File: src/rtl/bus2to1_arb_pkg.sv
`default_nettype none
// ============================================================================
// bus2to1_arb_pkg : shared native-bus widths, arbiter state codes, error data
// Revision: 1.0
// ============================================================================
package bus2to1_arb_pkg;

    localparam int ADDR_W = 32;
    localparam int DATA_W = 32;
    localparam int STRB_W = 4;

    typedef logic [1:0] arb_state_t;

    localparam arb_state_t IDLE   = 2'd0;
    localparam arb_state_t OWN_M1 = 2'd1;
    localparam arb_state_t OWN_M2 = 2'd2;

    // Identity of the master that completed most recently (round-robin memory).
    localparam logic MST_M1 = 1'b0;
    localparam logic MST_M2 = 1'b1;

    localparam logic [DATA_W-1:0] ERR_DATA_DEFAULT = 32'hDEAD_BEEF;

    function automatic logic [1:0] grant_of(input arb_state_t s);
        logic [1:0] g;
        g = 2'b00;
        if (s == OWN_M1) g = 2'b01;
        if (s == OWN_M2) g = 2'b10;
        return g;
    endfunction

endpackage
`default_nettype wire

File: src/rtl/bus_timeout_cnt.sv
`default_nettype none
// ============================================================================
// bus_timeout_cnt : saturating wait counter with clear/enable and expiry flag
// Revision: 1.0
// ============================================================================
module bus_timeout_cnt #(
    parameter int unsigned LIMIT = 0
) (
    input  logic clk,
    input  logic rst_n,
    input  logic clr_i,
    input  logic en_i,
    output logic expire_o
);

    localparam int unsigned        CNT_W   = (LIMIT > 0) ? $clog2(LIMIT + 1) : 1;
    localparam logic [CNT_W-1:0]   CNT_MAX = '1;
    localparam logic [CNT_W-1:0]   LAST    = (LIMIT > 0) ? CNT_W'(LIMIT - 1) : '0;
    localparam logic               ENABLED = (LIMIT > 0);

    logic [CNT_W-1:0] cnt_q;
    logic [CNT_W-1:0] cnt_d;

    always_comb begin
        cnt_d = cnt_q;
        if (clr_i) begin
            cnt_d = '0;
        end else if (en_i && (cnt_q != CNT_MAX)) begin
            cnt_d = cnt_q + CNT_W'(1);
        end
    end

    always_ff @(posedge clk or negedge rst_n) begin
        if (!rst_n) begin
            cnt_q <= '0;
        end else begin
            cnt_q <= cnt_d;
        end
    end

    // Expiry is flagged while still waiting, so the caller can abort in the same cycle.
    assign expire_o = ENABLED && en_i && (cnt_q == LAST);

endmodule
`default_nettype wire

File: src/rtl/bus2to1_arb.sv
`default_nettype none
// ============================================================================
// bus2to1_arb : two-master / one-slave arbiter for the valid/ready native bus
// Revision: 1.0
// ============================================================================
module bus2to1_arb
    import bus2to1_arb_pkg::*;
#(
    parameter int unsigned       PRIORITY       = 0,
    parameter int unsigned       TIMEOUT_CYCLES = 0,
    parameter logic [DATA_W-1:0] ERR_DATA       = ERR_DATA_DEFAULT
) (
    input  logic              clk,
    input  logic              resetn,

    input  logic              m1valid,
    output logic              m1ready,
    input  logic [ADDR_W-1:0] m1addr,
    output logic [DATA_W-1:0] m1rdata,
    input  logic [DATA_W-1:0] m1wdata,
    input  logic [STRB_W-1:0] m1wstrb,

    input  logic              m2valid,
    output logic              m2ready,
    input  logic [ADDR_W-1:0] m2addr,
    output logic [DATA_W-1:0] m2rdata,
    input  logic [DATA_W-1:0] m2wdata,
    input  logic [STRB_W-1:0] m2wstrb,

    output logic              svalid,
    input  logic              sready,
    output logic [ADDR_W-1:0] saddr,
    input  logic [DATA_W-1:0] srdata,
    output logic [DATA_W-1:0] swdata,
    output logic [STRB_W-1:0] swstrb,

    output logic [1:0]        grant,
    output logic              timeout_err
);

    arb_state_t        state_q;
    arb_state_t        state_d;
    logic              last_q;
    logic              last_d;

    logic              owner_valid;
    logic              done_ok;
    logic              expire;
    logic              done;
    logic [DATA_W-1:0] resp_data;

    always_comb begin
        owner_valid = 1'b0;
        case (state_q)
            OWN_M1:  owner_valid = m1valid;
            OWN_M2:  owner_valid = m2valid;
            default: owner_valid = 1'b0;
        endcase
    end

    assign done_ok   = owner_valid && sready;
    assign done      = done_ok || expire;
    assign resp_data = done_ok ? srdata : ERR_DATA;

    // Counter only runs while the owner is actively waiting; any exit clears it.
    bus_timeout_cnt #(
        .LIMIT    (TIMEOUT_CYCLES)
    ) u_timeout (
        .clk      (clk),
        .rst_n    (resetn),
        .clr_i    (!owner_valid || done),
        .en_i     (owner_valid && !sready),
        .expire_o (expire)
    );

    always_ff @(posedge clk or negedge resetn) begin
        if (!resetn) begin
            state_q <= IDLE;
            last_q  <= MST_M2;
        end else begin
            state_q <= state_d;
            last_q  <= last_d;
        end
    end

    always_comb begin
        state_d = state_q;
        last_d  = last_q;
        case (state_q)
            IDLE: begin
                if (m1valid && m2valid) begin
                    state_d = ((PRIORITY != 0) || (last_q == MST_M2)) ? OWN_M1 : OWN_M2;
                end else if (m1valid) begin
                    state_d = OWN_M1;
                end else if (m2valid) begin
                    state_d = OWN_M2;
                end
            end
            OWN_M1: begin
                if (done) begin
                    state_d = IDLE;
                    last_d  = MST_M1;
                end else if (!m1valid) begin
                    state_d = IDLE;
                end
            end
            OWN_M2: begin
                if (done) begin
                    state_d = IDLE;
                    last_d  = MST_M2;
                end else if (!m2valid) begin
                    state_d = IDLE;
                end
            end
            default: state_d = IDLE;
        endcase
    end

    always_comb begin
        svalid      = 1'b0;
        saddr       = '0;
        swdata      = '0;
        swstrb      = '0;
        m1ready     = 1'b0;
        m1rdata     = '0;
        m2ready     = 1'b0;
        m2rdata     = '0;
        timeout_err = expire;
        case (state_q)
            OWN_M1: begin
                svalid  = m1valid;
                saddr   = m1addr;
                swdata  = m1wdata;
                swstrb  = m1wstrb;
                m1ready = done;
                m1rdata = done ? resp_data : '0;
            end
            OWN_M2: begin
                svalid  = m2valid;
                saddr   = m2addr;
                swdata  = m2wdata;
                swstrb  = m2wstrb;
                m2ready = done;
                m2rdata = done ? resp_data : '0;
            end
            default: ;
        endcase
    end

    assign grant = grant_of(state_q);

endmodule
`default_nettype wire

File: config.mk
export PLATFORM = sky130hd
export DESIGN_NAME = bus2to1_arb
export DESIGN_NICKNAME = d
export VERILOG_FILES = /design/src/rtl/bus2to1_arb_pkg.sv /design/src/rtl/bus_timeout_cnt.sv /design/src/rtl/bus2to1_arb.sv
export SDC_FILE = /design/constraint.sdc
export NUM_CORES = 1
export LEC_CHECK = 0
export CORE_AREA = 8 8 114 116
export CTS_CLUSTER_SIZE = 14
export DETAILED_ROUTE_END_ITERATION = 8
export DIE_AREA = 0 0 122 124
export PLACE_DENSITY = 0.77
export SLEW_MARGIN = 10
export SYNTH_ARGS = -nofsm -noshare
export SYNTH_HDL_FRONTEND = slang
export SYNTH_SLANG_ARGS = --single-unit
File: constraint.sdc
create_clock -name clk -period 5.5 [get_ports clk]
set_input_delay 1.65 -clock clk [delete_from_list [all_inputs] [get_ports clk]]
set_output_delay 1.65 -clock clk [all_outputs]
set_load 0.03 [all_outputs]
* After elaboration in Yosys (flattened, before gate mapping)
Cells that the tools add are included.
** Word-level totals
- Register bits :: 3
- Input bits :: 173
- Output and inout port bits :: 138
- Logic and storage cells :: 38
** Operators by class
- Equality and inequality tests :: 7
- Multiplexer cells :: 23
- Reductions and logical operators :: 6
** Operators by type and width (count)
- 32-bit one-hot mux with 2 select lines :: 2
- 32-bit two-way mux :: 3
- 2-bit two-way mux :: 9
- 4-bit one-hot mux with 2 select lines :: 1
- 3-bit != test (second input constant) :: 2
- 2-bit one-hot mux with 3 select lines :: 1
- 3-bit AND reduction :: 2
- 1-bit two-way mux :: 5
- 2-bit != test (second input constant) :: 2
- 4-bit != test (second input constant) :: 1
- 1-bit one-hot mux with 2 select lines :: 2
- 2-bit by 1-bit equality test with 1-bit output (second input constant) :: 1
- 2-bit equality test (second input constant) :: 1
- 1-bit logical AND :: 2
- 2-bit logical NOT :: 1
- 2-bit nonzero test :: 1

* Logic depth before layout (Yosys ltp)
- Depth in word-level cells :: 5
- Gate-level depth with buffers :: 7
- Depth with buffers taken out :: 5

* Cells and area by module
Synthesis repeated with hierarchy kept, for this count alone.
** Unflattened totals
- Cells, all modules :: 280
- Area, all modules :: 1985.7 µm²
** Modules (own cells, without submodules)
- bus2to1_arb :: instances 1, cells each 278, area an instance 1974.4 µm², seq. area each 76.3 µm²
- bus_timeout_cnt :: instances 1, cells each 2, area an instance 11.3 µm², seq. area each 0.0 µm²

* Least setup slack after synthesis
Ideal clock, no wire load.
- Path type :: input port to output port
- Start :: in sready
- End :: out m2rdata[22]
- Arrival :: 2.395 ns
- Data required time :: 3.850 ns
- Setup slack :: 1.455 ns
- Cell stages on the path :: 4
- Path buffers :: 1
- Cells stage by stage :: nand3_1 nor2_4 buf_6 and2_1
** On the way
- Word-level cells in the longest chain between the ends :: 3
** RTL lines
- start: declaration :: line bus2to1_arb.sv:31 : input logic sready,
- 1-bit logical AND :: line bus2to1_arb.sv:61 : assign done_ok = owner_valid && sready;
- 32-bit two-way mux :: line bus2to1_arb.sv:144 : m2rdata = done ? resp_data : '0;
- 32-bit two-way mux :: line bus2to1_arb.sv:129 : case (state_q)
- end: declaration :: line bus2to1_arb.sv:26 : output logic [DATA_W-1:0] m2rdata,
Every way passes these cells.

* Worst setup path in the final report
- Start :: in m2valid
- End :: out m2rdata[30]
** On the way
- Word-level cells in the longest chain between the ends :: 4
** RTL lines
- start: declaration :: line bus2to1_arb.sv:23 : input logic m2valid,
- 1-bit one-hot mux with 2 select lines :: line bus2to1_arb.sv:54 : case (state_q)
- 1-bit logical AND :: line bus2to1_arb.sv:61
- 32-bit two-way mux :: line bus2to1_arb.sv:144
- 32-bit two-way mux :: line bus2to1_arb.sv:129
Every way passes these cells.

==> results.md <==
- type of element launching the critical path: input pin
- total clock buffers created by CTS: 3
- final setup violating endpoints: 0
- maximum cell stage delay along the critical path: 0.69 ns
- final routed wire length divided by cell count: 17.8 µm
- power density over the cells: 389 nW/µm²
- FP Rows: 39
- antenna violations before repair: 0
- Final min period: 5.26 ns
- CTS tree: yes
- chain of cells forming the critical path: clkdlybuf4s50_1 -> a21oi_2 -> nor2_4 -> buf_12 -> and2_1 -> clkdlybuf4s50_1
- number of search-and-repair iterations in the first detailed-routing pass: 4
- sink count of the clock tree: 3
- most repeated library cell on the critical path: sky130_fd_sc_hd__clkdlybuf4s50_1
- Tightest Pin Transition: 0.736 ns
- post-CTS setup repair buffer count: 0
- type of the worst setup path: in2out
- remaining antenna violation count: 0
- total vias in the final route: 3000
- Warnings, synthesis: 0
- number of levels in the clock H-tree: 1
- cell with the largest stage delay on the worst path: sky130_fd_sc_hd__clkdlybuf4s50_1
- floorplan die area: 15100 µm²
- Power, Total: 1.99 mW
- signal arrival time at the worst endpoint: 3.61 ns
- Layout Skew: 0.00199 ns
- dpl cell area: 5030 µm²
- count of endpoints failing hold in the final timing report: 0
- chip height: 124 µm
- net count of the mapped netlist: 440
- Reg clk slew, reported paths: 0.03 ns
- Synth Area per Inst: 7.00 µm²
- overall die width: 122 µm
- static leakage: 1.78 nW
- Placed Instances: 689
- status: finished clean
- largest voltage drop on the vdd net: 0.208 mV
- Layout Utilization: 45.7%
- synthesized flop and latch total: 3
- total count of max-transition violations in the final report: 0
- Max Cap Viol: 0
- number of violations reported at the end of detailed-routing iteration 0: 129
- global route total overflow: 0
- number of antenna diodes: 0
- total number of nets in the final design: 728
- sum of negative setup slack: 0 ns
- maximum buffer depth of the clock tree: 2
- Post-Layout Cell Count: 693
- Setup crit end kind: output port
- sequential fraction of the synthesis area: 4.15%
- total DRC errors in the routed layout: 0
- max-slew headroom at the worst pin: 50.9%
- WL final: 12300 µm
- vias in the first global route: 3112
- part of the cycle the worst path needs: 95.7%
- Global Route Usage Sum: 14.5%
- # IOs: 311
- Area Growth Syn to Fin: 178%
- fraction of layout instances using a drive strength above 1: 6.00%
- cell family contributing the most delay on the critical path: buffers and inverters
- hold bufs inserted after CTS: 0
- max frequency: 190 MHz
- class of the tightest hold or removal check: reg2reg
- later-pin clock latency in the skew report: 0.22 ns
- Buf/Inv on CP: 3
- required time worst endpoint: 3.85 ns
- Gates resized, CTS repair: 0
- synthesized instance count: 263
- number of distinct library cells after synthesis: 21
- root buffer cell: sky130_fd_sc_hd__clkbuf_16
- cell area after technology mapping: 1840 µm²
- design area: 5110 µm²
- via density per instance: 4.33
- starting density of the core: 16.5%
- maximum number of pins on one net before global-route repair: 71
- DP HPWL: 10700 µm
- routability-driven placement congestion ratio: 0.745
- standard cell core area: 11200 µm²
- first-pass GRT wire length: 17300 µm
- RSZ-0062 raised after global routing: false
- largest fanout of any net on the critical path: 33
- number of buffers inserted by port buffering: 309
-- path summary, 6_finish.rpt --
path | slack [ns] | to | cells after the start | from
worst max-delay path | 0.24 | m2rdata[30] | 6 | m2valid
worst min-delay path | 0.53 | last_q$_DFFE_PN1P_ | 2 | last_q$_DFFE_PN1P_
worst max register to register | 3.56 | state_q[0]$_DFFE_PN0P_ | 6 | state_q[0]$_DFFE_PN0P_
worst min register to register | 0.53 | last_q$_DFFE_PN1P_ | 2 | last_q$_DFFE_PN1P_
max in group asynchronous | 3.67 | last_q$_DFFE_PN1P_ | 1 | resetn
min in group asynchronous | 1.61 | state_q[0]$_DFFE_PN0P_ | 1 | resetn
-- sequential cells by signal, indices dropped and copies added, names as in the netlist --
register	cells
last_q	1
state_q	2
-- synth_stat cells --
library cell	count	area (µm²)
sky130_fd_sc_hd__o22ai_1	2	12.5
sky130_fd_sc_hd__conb_1	1	3.75
sky130_fd_sc_hd__a21oi_2	2	17.5
sky130_fd_sc_hd__o21ai_0	4	20.0
sky130_fd_sc_hd__o2bb2ai_1	2	17.5
sky130_fd_sc_hd__inv_1	4	15.0
sky130_fd_sc_hd__buf_6	7	78.8
sky130_fd_sc_hd__ha_1	4	50.1
sky130_fd_sc_hd__nand2_1	2	7.51
sky130_fd_sc_hd__buf_4	5	37.5
sky130_fd_sc_hd__a22oi_1	68	510
sky130_fd_sc_hd__and2_1	53	332
sky130_fd_sc_hd__buf_2	9	45.0
sky130_fd_sc_hd__dfrtp_1	2	50.1
sky130_fd_sc_hd__dfstp_2	1	26.3
sky130_fd_sc_hd__nor2_4	2	22.5
sky130_fd_sc_hd__nor2b_1	69	432
sky130_fd_sc_hd__and2_2	12	90.1
sky130_fd_sc_hd__nand3_1	2	10.0
sky130_fd_sc_hd__clkbuf_1	11	41.3
sky130_fd_sc_hd__a22oi_4	1	21.3
-- routing by layer --
metal	up-vias	GRT usage, %	wire length, µm
met4	0	3.70	176
met3	10	5.44	1250
met5	-	0	0
met2	164	28.1	6530
li1	1489	-	-
met1	1337	14.1	4340
-- where the power goes --
| part | internal (mW) | switching [mW] |
|---|---|---|
| Combinational | 0.814 | 1.01 |
| Sequential | 0.0361 | 0.00967 |
| Clock | 0.0956 | 0.0196 |
-- cell usage in the layout (no fill, tap or decap) --
cell / synthesis / routed
sky130_fd_sc_hd__a21oi_2: 2 / 2
sky130_fd_sc_hd__a22oi_1: 68 / 68
sky130_fd_sc_hd__a22oi_4: 1 / 1
sky130_fd_sc_hd__and2_1: 53 / 53
sky130_fd_sc_hd__and2_2: 12 / 12
sky130_fd_sc_hd__buf_12: 0 / 6
sky130_fd_sc_hd__buf_4: 5 / 3
sky130_fd_sc_hd__clkbuf_1: 11 / 1
sky130_fd_sc_hd__clkbuf_16: 0 / 3
sky130_fd_sc_hd__clkdlybuf4s50_1: 0 / 306
sky130_fd_sc_hd__conb_1: 1 / 1
sky130_fd_sc_hd__dfrtp_1: 2 / 2
sky130_fd_sc_hd__dfstp_2: 1 / 1
sky130_fd_sc_hd__ha_1: 4 / 1
sky130_fd_sc_hd__ha_2: 0 / 3
sky130_fd_sc_hd__inv_1: 4 / 4
sky130_fd_sc_hd__nand2_1: 2 / 2
sky130_fd_sc_hd__nand3_1: 2 / 2
sky130_fd_sc_hd__nor2_4: 2 / 2
sky130_fd_sc_hd__nor2b_1: 69 / 69
sky130_fd_sc_hd__o21ai_0: 4 / 4
sky130_fd_sc_hd__o22ai_1: 2 / 2
sky130_fd_sc_hd__o2bb2ai_1: 2 / 2
-- cell families (layout without fill, tap and decap cells) --
group,count (synthesis),count (layout),share of synthesized area (%)
fa+ha+maj,4,4,2.72
buf+inv,36,323,11.8
flops,3,3,4.15
simple gates,140,140,48.5
compound gates,79,79,32.6
other cells,1,1,0.204
-- worst min-delay path, cell delays in order, from the launching register on --
cell,delay (ns)
sky130_fd_sc_hd__dfstp_2,0.37
sky130_fd_sc_hd__o21ai_0,0.06
sky130_fd_sc_hd__o21ai_0,0.09
-- stage by stage --
| stage | hold slack, ns | setup WS (ns) |
|---|---|---|
| floorplan | 0.480 | 1.46 |
| detailed placement | 0.532 | 0.245 |
| finish | 0.531 | 0.236 |
| global placement | 0.516 | 0.277 |
| CTS | 0.538 | 0.229 |
| global route | 0.552 | 0.176 |
-- cell type report --
class,count,area [µm²]
flip-flops and latches,3,76.3
repair buffers,315,3210
clock buffers,4,78.8
well taps,143,179
inverters,4,15.0
fillers,1088,6070
multi-input cells,224,1550
Power figures use the tool's default switching activity.
